==> src/rtl/uart_tx_framer.sv <==
// rtl/uart_tx_framer.sv - buffered UART transmitter: input FIFO feeding a start/data/parity/stop framer
module uart_tx_framer #(
  parameter int CLKS_PER_BIT = 16,
  parameter int DATA_W       = 7,
  parameter int FIFO_DEPTH   = 4
) (
  input  logic                          clk,
  input  logic                          rst,
  input  logic                          in_valid,
  input  logic [DATA_W-1:0]             in_data,
  output logic                          in_ready,
  output logic                          tx,
  output logic                          busy,
  output logic [$clog2(FIFO_DEPTH):0]   fifo_count
);

  localparam int PTR_W  = $clog2(FIFO_DEPTH);
  localparam int CNT_W  = PTR_W + 1;
  localparam int BAUD_W = (CLKS_PER_BIT > 1) ? $clog2(CLKS_PER_BIT) : 1;
  localparam int BIT_W  = (DATA_W > 1) ? $clog2(DATA_W) : 1;
  localparam logic [BAUD_W-1:0] BAUD_LAST = BAUD_W'(CLKS_PER_BIT - 1);
  localparam logic [BIT_W-1:0]  BIT_LAST  = BIT_W'(DATA_W - 1);

  typedef enum logic [2:0] {IDLE, START, DATA, PARITY, STOP} state_t;

  state_t              state, state_next;
  logic [DATA_W-1:0]   mem [FIFO_DEPTH];
  logic [PTR_W-1:0]    wr_ptr, rd_ptr;
  logic                push, pop;
  logic                fifo_nonempty;
  logic [BAUD_W-1:0]   baud_cnt, baud_next;
  logic                baud_wrap;
  logic [BIT_W-1:0]    bit_cnt, bit_next;
  logic [DATA_W-1:0]   shift_reg, shift_next;
  logic                parity, parity_next;
  logic                tx_next;

  // Full is decoded from the registered count only, so a pop in the same
  // cycle never opens the input early.
  assign in_ready      = (fifo_count != CNT_W'(FIFO_DEPTH));
  assign push          = in_valid && in_ready;
  assign fifo_nonempty = (fifo_count != '0);
  assign busy          = (state != IDLE);
  assign baud_wrap     = (baud_cnt == BAUD_LAST);

  // FIFO storage; entries are only read when occupancy says they are valid
  always_ff @(posedge clk) begin
    if (push) mem[wr_ptr] <= in_data;
  end

  // FIFO pointers (wrap naturally, depth is a power of two) and occupancy
  always_ff @(posedge clk or posedge rst) begin
    if (rst) begin
      wr_ptr     <= '0;
      rd_ptr     <= '0;
      fifo_count <= '0;
    end else begin
      if (push) wr_ptr <= wr_ptr + PTR_W'(1);
      if (pop)  rd_ptr <= rd_ptr + PTR_W'(1);
      case ({push, pop})
        2'b10:   fifo_count <= fifo_count + CNT_W'(1);
        2'b01:   fifo_count <= fifo_count - CNT_W'(1);
        default: fifo_count <= fifo_count;
      endcase
    end
  end

  // Framer state, datapath and registered line output
  always_ff @(posedge clk or posedge rst) begin
    if (rst) begin
      state     <= IDLE;
      baud_cnt  <= '0;
      bit_cnt   <= '0;
      shift_reg <= '0;
      parity    <= 1'b0;
      tx        <= 1'b1;
    end else begin
      state     <= state_next;
      baud_cnt  <= baud_next;
      bit_cnt   <= bit_next;
      shift_reg <= shift_next;
      parity    <= parity_next;
      tx        <= tx_next;
    end
  end

  // Next state, FIFO pop and next line value (taken from the state being entered)
  always_comb begin
    state_next  = state;
    pop         = 1'b0;
    bit_next    = bit_cnt;
    shift_next  = shift_reg;
    parity_next = parity;
    baud_next   = (state == IDLE || baud_wrap) ? '0 : baud_cnt + BAUD_W'(1);

    case (state)
      IDLE: begin
        if (fifo_nonempty) begin
          pop         = 1'b1;
          shift_next  = mem[rd_ptr];
          parity_next = 1'b0;
          bit_next    = '0;
          state_next  = START;
        end
      end
      START: begin
        if (baud_wrap) state_next = DATA;
      end
      DATA: begin
        if (baud_wrap) begin
          shift_next  = shift_reg >> 1;
          parity_next = parity ^ shift_reg[0];
          if (bit_cnt == BIT_LAST) state_next = PARITY;
          else                     bit_next   = bit_cnt + BIT_W'(1);
        end
      end
      PARITY: begin
        if (baud_wrap) state_next = STOP;
      end
      STOP: begin
        if (baud_wrap) begin
          if (fifo_nonempty) begin
            // Chain straight into the next frame without an idle cycle
            pop         = 1'b1;
            shift_next  = mem[rd_ptr];
            parity_next = 1'b0;
            bit_next    = '0;
            state_next  = START;
          end else begin
            state_next  = IDLE;
          end
        end
      end
      default: state_next = IDLE;
    endcase

    case (state_next)
      START:   tx_next = 1'b0;
      DATA:    tx_next = shift_next[0];
      PARITY:  tx_next = parity_next;
      default: tx_next = 1'b1;
    endcase
  end

endmodule

==> config.mk <==
export PLATFORM = sky130hd
export DESIGN_NAME = uart_tx_framer
export DESIGN_NICKNAME = d
export VERILOG_FILES = /design/src/rtl/uart_tx_framer.sv
export SDC_FILE = /design/constraint.sdc
export NUM_CORES = 1
export LEC_CHECK = 0
export CAP_MARGIN = 0
export CORE_UTILIZATION = 40
export CTS_CLUSTER_DIAMETER = 80
export DETAILED_ROUTE_END_ITERATION = 16
export SLEW_MARGIN = 25
export SYNTH_ARGS = -nofsm -noshare
export SYNTH_HDL_FRONTEND = slang
export SYNTH_SLANG_ARGS = --single-unit
==> constraint.sdc <==
create_clock -name clk -period 6.8 [get_ports clk]
set_clock_uncertainty 0.2 [all_clocks]
set_input_delay 1.7 -clock clk [delete_from_list [all_inputs] [get_ports clk]]
set_output_delay 1.7 -clock clk [all_outputs]
set_load 0.02 [all_outputs]
== Word-level counts from Yosys, hierarchy flattened ==
Memory sizes are Yosys's and may differ from the RTL's.
Index checks and enable logic that the tools add are counted.

* Add/sub/neg operators: 6
* Equality and inequality tests: 15
* Mux-type cells: 29
* Bitwise operators: 1
* Reduce and logical (&&, ||, !) cells: 9

{| class="wikitable"
|+ Operators with widths
! cell !! number
|-
| two-way mux 3 bit || 10
|-
| two-way mux 7 bit || 3
|-
| case mux 7 bit (3 select lines) || 1
|-
| case mux 3 bit (5 select lines) || 1
|-
| equality test 3 x 2 -> 1 bit (second input constant) || 4
|-
| case mux 3 bit (3 select lines) || 1
|-
| nonzero test 3 bit || 3
|-
| two-way mux 1 bit || 8
|-
| adder 3 x 1 -> 3 bit (second input constant) || 2
|-
| equality test 3 x 1 -> 1 bit (second input constant) || 2
|-
| equality test 3 bit (second input constant) || 2
|-
| inequality test 2 bit (second input constant) || 3
|-
| case mux 1 bit (3 select lines) || 2
|-
| case mux 3 bit (2 select lines) || 1
|-
| adder 2 x 1 -> 2 bit (second input constant) || 2
|-
| adder 4 x 1 -> 4 bit (second input constant) || 1
|-
| equality test 4 bit (second input constant) || 1
|-
| two-way mux 4 bit || 1
|-
| AND reduction 4 bit || 1
|-
| logical NOT 3 bit || 1
|-
| inequality test 3 bit (second input constant) || 1
|-
| AND reduction 3 bit || 1
|-
| subtractor 3 x 1 -> 3 bit (second input constant) || 1
|-
| equality test 2 x 1 -> 1 bit (second input constant) || 1
|-
| 6 further kinds || 6
|}

* Register bits: 26
* Memory bits (writable): 28
* Input bits: 10
* Word-level logic and storage cells: 71
* Memories kept: 1

{| class="wikitable"
|+ Memories
! name !! depth !! bits a word !! read ports !! clocked after Yosys merged registers in !! wr ports !! line !! source
|-
| mem || 4 || 7 || 1 || 0 || 1 || 27 || <nowiki>logic [DATA_W-1:0] mem [FIFO_DEPTH];</nowiki>
|}

== Depth between registers and ports, before layout ==
* Word-level depth: 6
* Depth in mapped cells: 12

== Worst setup path after synthesis ==
Ideal clock, no wire load.

* Path kind: input -> register
* Start: input in_valid
* End: register fifo_count[2]
* Setup time: 0.080 ns
* Arrival: 2.871 ns
* Data required time: 6.520 ns
* Setup slack: 3.648 ns
* Stages on the path: 8
* Path through: and2_1 > inv_1 > ha_1 > inv_1 > fa_1 > xor2_1 > nor2_1 > xor2_1

* Cells in the longest elaborated chain, start to end: 3
* Elaborated cells on any way between the ends: 5
* Those cells by class: eq/ne (2); mux (1); reduce/logical (2)

{| class="wikitable"
|+ RTL lines
! element !! line !! source
|-
| from (decl) || 9 || <nowiki>input logic in_valid,</nowiki>
|-
| logical AND 1 bit * || 41 || <nowiki>assign push = in_valid && in_ready;</nowiki>
|-
| equality test 2 x 1 -> 1 bit or equality test 2 bit (tied branches) || 60 || <nowiki>case ({push, pop})</nowiki>
|-
| case mux 3 bit (2 select lines) or nonzero test 2 bit (tied branches) || - ||
|-
| to (signal assigned) || 61 || <nowiki>2'b10: fifo_count <= fifo_count + CNT_W'(1);</nowiki>
|-
| to (signal assigned) || 62 || <nowiki>2'b01: fifo_count <= fifo_count - CNT_W'(1);</nowiki>
|-
| to (signal assigned) || 63 || <nowiki>default: fifo_count <= fifo_count;</nowiki>
|-
| to (decl) || 14 || <nowiki>output logic [$clog2(FIFO_DEPTH):0] fifo_count</nowiki>
|}

Every way passes the cells marked *; elsewhere a longest branch is shown, timed or not.
A chain may end at the register's enable or synchronous reset.

== Final worst setup path ==
* Start: register state[0]
* End: output busy

* Cells in the longest elaborated chain, start to end: 1

{| class="wikitable"
|+ RTL lines
! element !! line !! source
|-
| from (decl) || 26 || <nowiki>state_t state, state_next;</nowiki>
|-
| from (signal assigned) || 78 || <nowiki>state <= state_next;</nowiki>
|-
| nonzero test 3 bit || 43 || <nowiki>assign busy = (state != IDLE);</nowiki>
|-
| to (decl) || 13 || <nowiki>output logic busy,</nowiki>
|}

Every way passes these cells.

==> impl_metrics.tcl <==
set metrics [dict create \
    cts_tree "built" \
    drv_slew 0 \
    yosysUniqueCellTypes 47 \
    grt.total_usage 0.150 \
    htree_levels 2 \
    ir_drop_v 0.000142 \
    die_width_um 80.5 \
    setup_tns_ns 0 \
    placed_area_mm2 0.00266 \
    design_area_mm2 0.00275 \
    syn_area_mm2 0.00246 \
    synth_flop_cell "edfxtp_1" \
    vias_per_cell 5.49 \
    die_h_um 80.5 \
    end_kind "output port" \
    synth.most_common_cell "edfxtp_1" \
    synth_top_cells_by_count "edfxtp_1, dfrtp_1, o21ai_0" \
    crit_family "buffers and inverters" \
    wl_per_cell_um 15.9 \
    setup_viol 0 \
    vias 1477 \
    clock-root-buffer "clkbuf_8" \
    syn-num-nets 199 \
    postCtsSetupBuffers 0 \
    antenna_found_initial 0 \
    initial_core_util 0.416 \
    outcome "completed" \
    antenna-diode-count 0 \
    finalWirelength_mm 4.28 \
    synth-warning-count 0 \
    synth_largest_area_cell "edfxtp_1" \
    grt_pass1_vias 1526 \
    overflow 0 \
    cts_resized 0 \
    grt_start_max_net_pins 27 \
    clock_latency_ns 0.32 \
    hpwl_mm 2.99 \
    coreArea_mm2 0.00592 \
    utilization 0.465 \
    critPathBufInv 1 \
    yosys-top-cells-area "edfxtp_1, dfrtp_1, mux4_2" \
    avgSynthCellArea_um2 13.7 \
    min_period_ns 3.77 \
    cp_slowest_cell "clkdlybuf4s50_1" \
    path_max_fanout 13 \
    largest_reg_flops 28 \
    leakagePower_uw 0.00107 \
    synth_top_area_share 0.341 \
    synth_seq_cells 54 \
    synthArstFlopShare 0.481 \
    port_buffers 15 \
    grt_pass1_wl_mm 7.13 \
    max_stage_delay_ns 0.55 \
    fin_nets 212 \
    drt_iter0_markers 208 \
    cts_buffers 5 \
    maxCapViolCount 0 \
    seq_area_frac_synth 0.606 \
    final_hold_viol_count 0 \
    synth_edf_count 28 \
    startpoint_type "flip-flop" \
    cp.arrival_ns 1.87 \
    clk_path_buf_depth 2 \
    slew_headroom 0.621 \
    synthToLayoutAreaGrowth_pct 11.8 \
    power_uw 766 \
    power_per_cell_area_mw_per_mm2 278 \
    drive_gt1_frac 0.119 \
    required_ns 4.90 \
    cts_sinks 54 \
    die_area_mm2 0.00648 \
    rows 28 \
    period_share 0.554 \
    whs_ns 0.270 \
    netlist_instances 180 \
    hold_class "flip-flop to flip-flop" \
    hold_buffers 0 \
    clk_pin_slew_worst_paths_ns 0.11 \
    tightest_slew_ns 0.567 \
    first_pass_iters 4 \
    fmax_mhz 265 \
    io_pins 16 \
    place_congestion 0.776 \
    antenna_left 0 \
    rsz0062_at_grt "no" \
    drc 0 \
    crit_type "flip-flop to output port" \
    cp_cell_sequence "or3_4 > clkdlybuf4s50_1" \
]
-- metal layers --
layer | track usage | share of wire
met1 | 0.175 | 0.43
met3 | 0.0409 | 0.033
met4 | 0.0679 | 0.0093
met5 | 0 | 0
met2 | 0.257 | 0.52
-- final timing paths --
path,start,to,slack (ns),cells after the start
worst max-delay path,state[0],busy,3.03,2
worst min-delay path,baud_cnt[0],baud_cnt[0],0.27,1
worst max register to register,state[0],fifo_count[2],3.92,9
worst min register to register,baud_cnt[0],baud_cnt[0],0.27,1
max in group asynchronous,rst,tx,4.49,2
min in group asynchronous,rst,bit_cnt[0],1.54,2
-- layout by cell type, fill, tap and decap left out, types with 3 or more instances in the layout --
| cell type | instances |
|---|---|
| edfxtp_1 | 28 |
| dfrtp_1 | 25 |
| o21ai_0 | 16 |
| clkdlybuf4s50_1 | 15 |
| nand2_1 | 13 |
| inv_1 | 8 |
| ha_1 | 8 |
| mux4_2 | 7 |
| a22oi_1 | 6 |
| nor2_1 | 6 |
| xor2_1 | 6 |
| and3_1 | 5 |
| clkbuf_8 | 5 |
| nor3_1 | 4 |
| a21oi_1 | 3 |
| xnor2_1 | 3 |
-- layout make-up --
type                            instances  area, µm²
Fill cell                             504       3170
Sequential cell                        54       1490
Multi-Input combinational cell        108        886
Timing Repair Buffer                   15        150
Tap cell                               75       93.8
Clock buffer                            5       68.8
Inverter                                9       33.8
Clock inverter                          3       28.8
-- power breakdown --
group	switching, µW	internal, µW	total, µW
combinational	83.0	62.0	145
sequential	30.9	396	427
clock	116	77.3	194
total	230	536	766
-- logic make-up after synthesis --
logic type / count (synthesis) / synth area share
and+or+nand+nor: 47 / 0.108
AOI/OAI and AO/OA: 34 / 0.0980
adders and majority gates: 9 / 0.0488
xor gates and xnor gates: 9 / 0.0320
buffers and inverters: 18 / 0.0345
muxes: 9 / 0.0726
DFF: 54 / 0.606
-- through the flow --
| step | worst slack, ns | instances |
|---|---|---|
| 3_3_place_gp | 3.14 | 261 |
| 4_1_cts | 3.02 | 269 |
| 3_5_place_dp | 3.05 | 261 |
| 6_report | 3.03 | 269 |
| 5_1_grt | 2.95 | 269 |
| 2_1_floorplan | 3.65 | 180 |
Note: power is estimated with default switching activity, not from simulation.
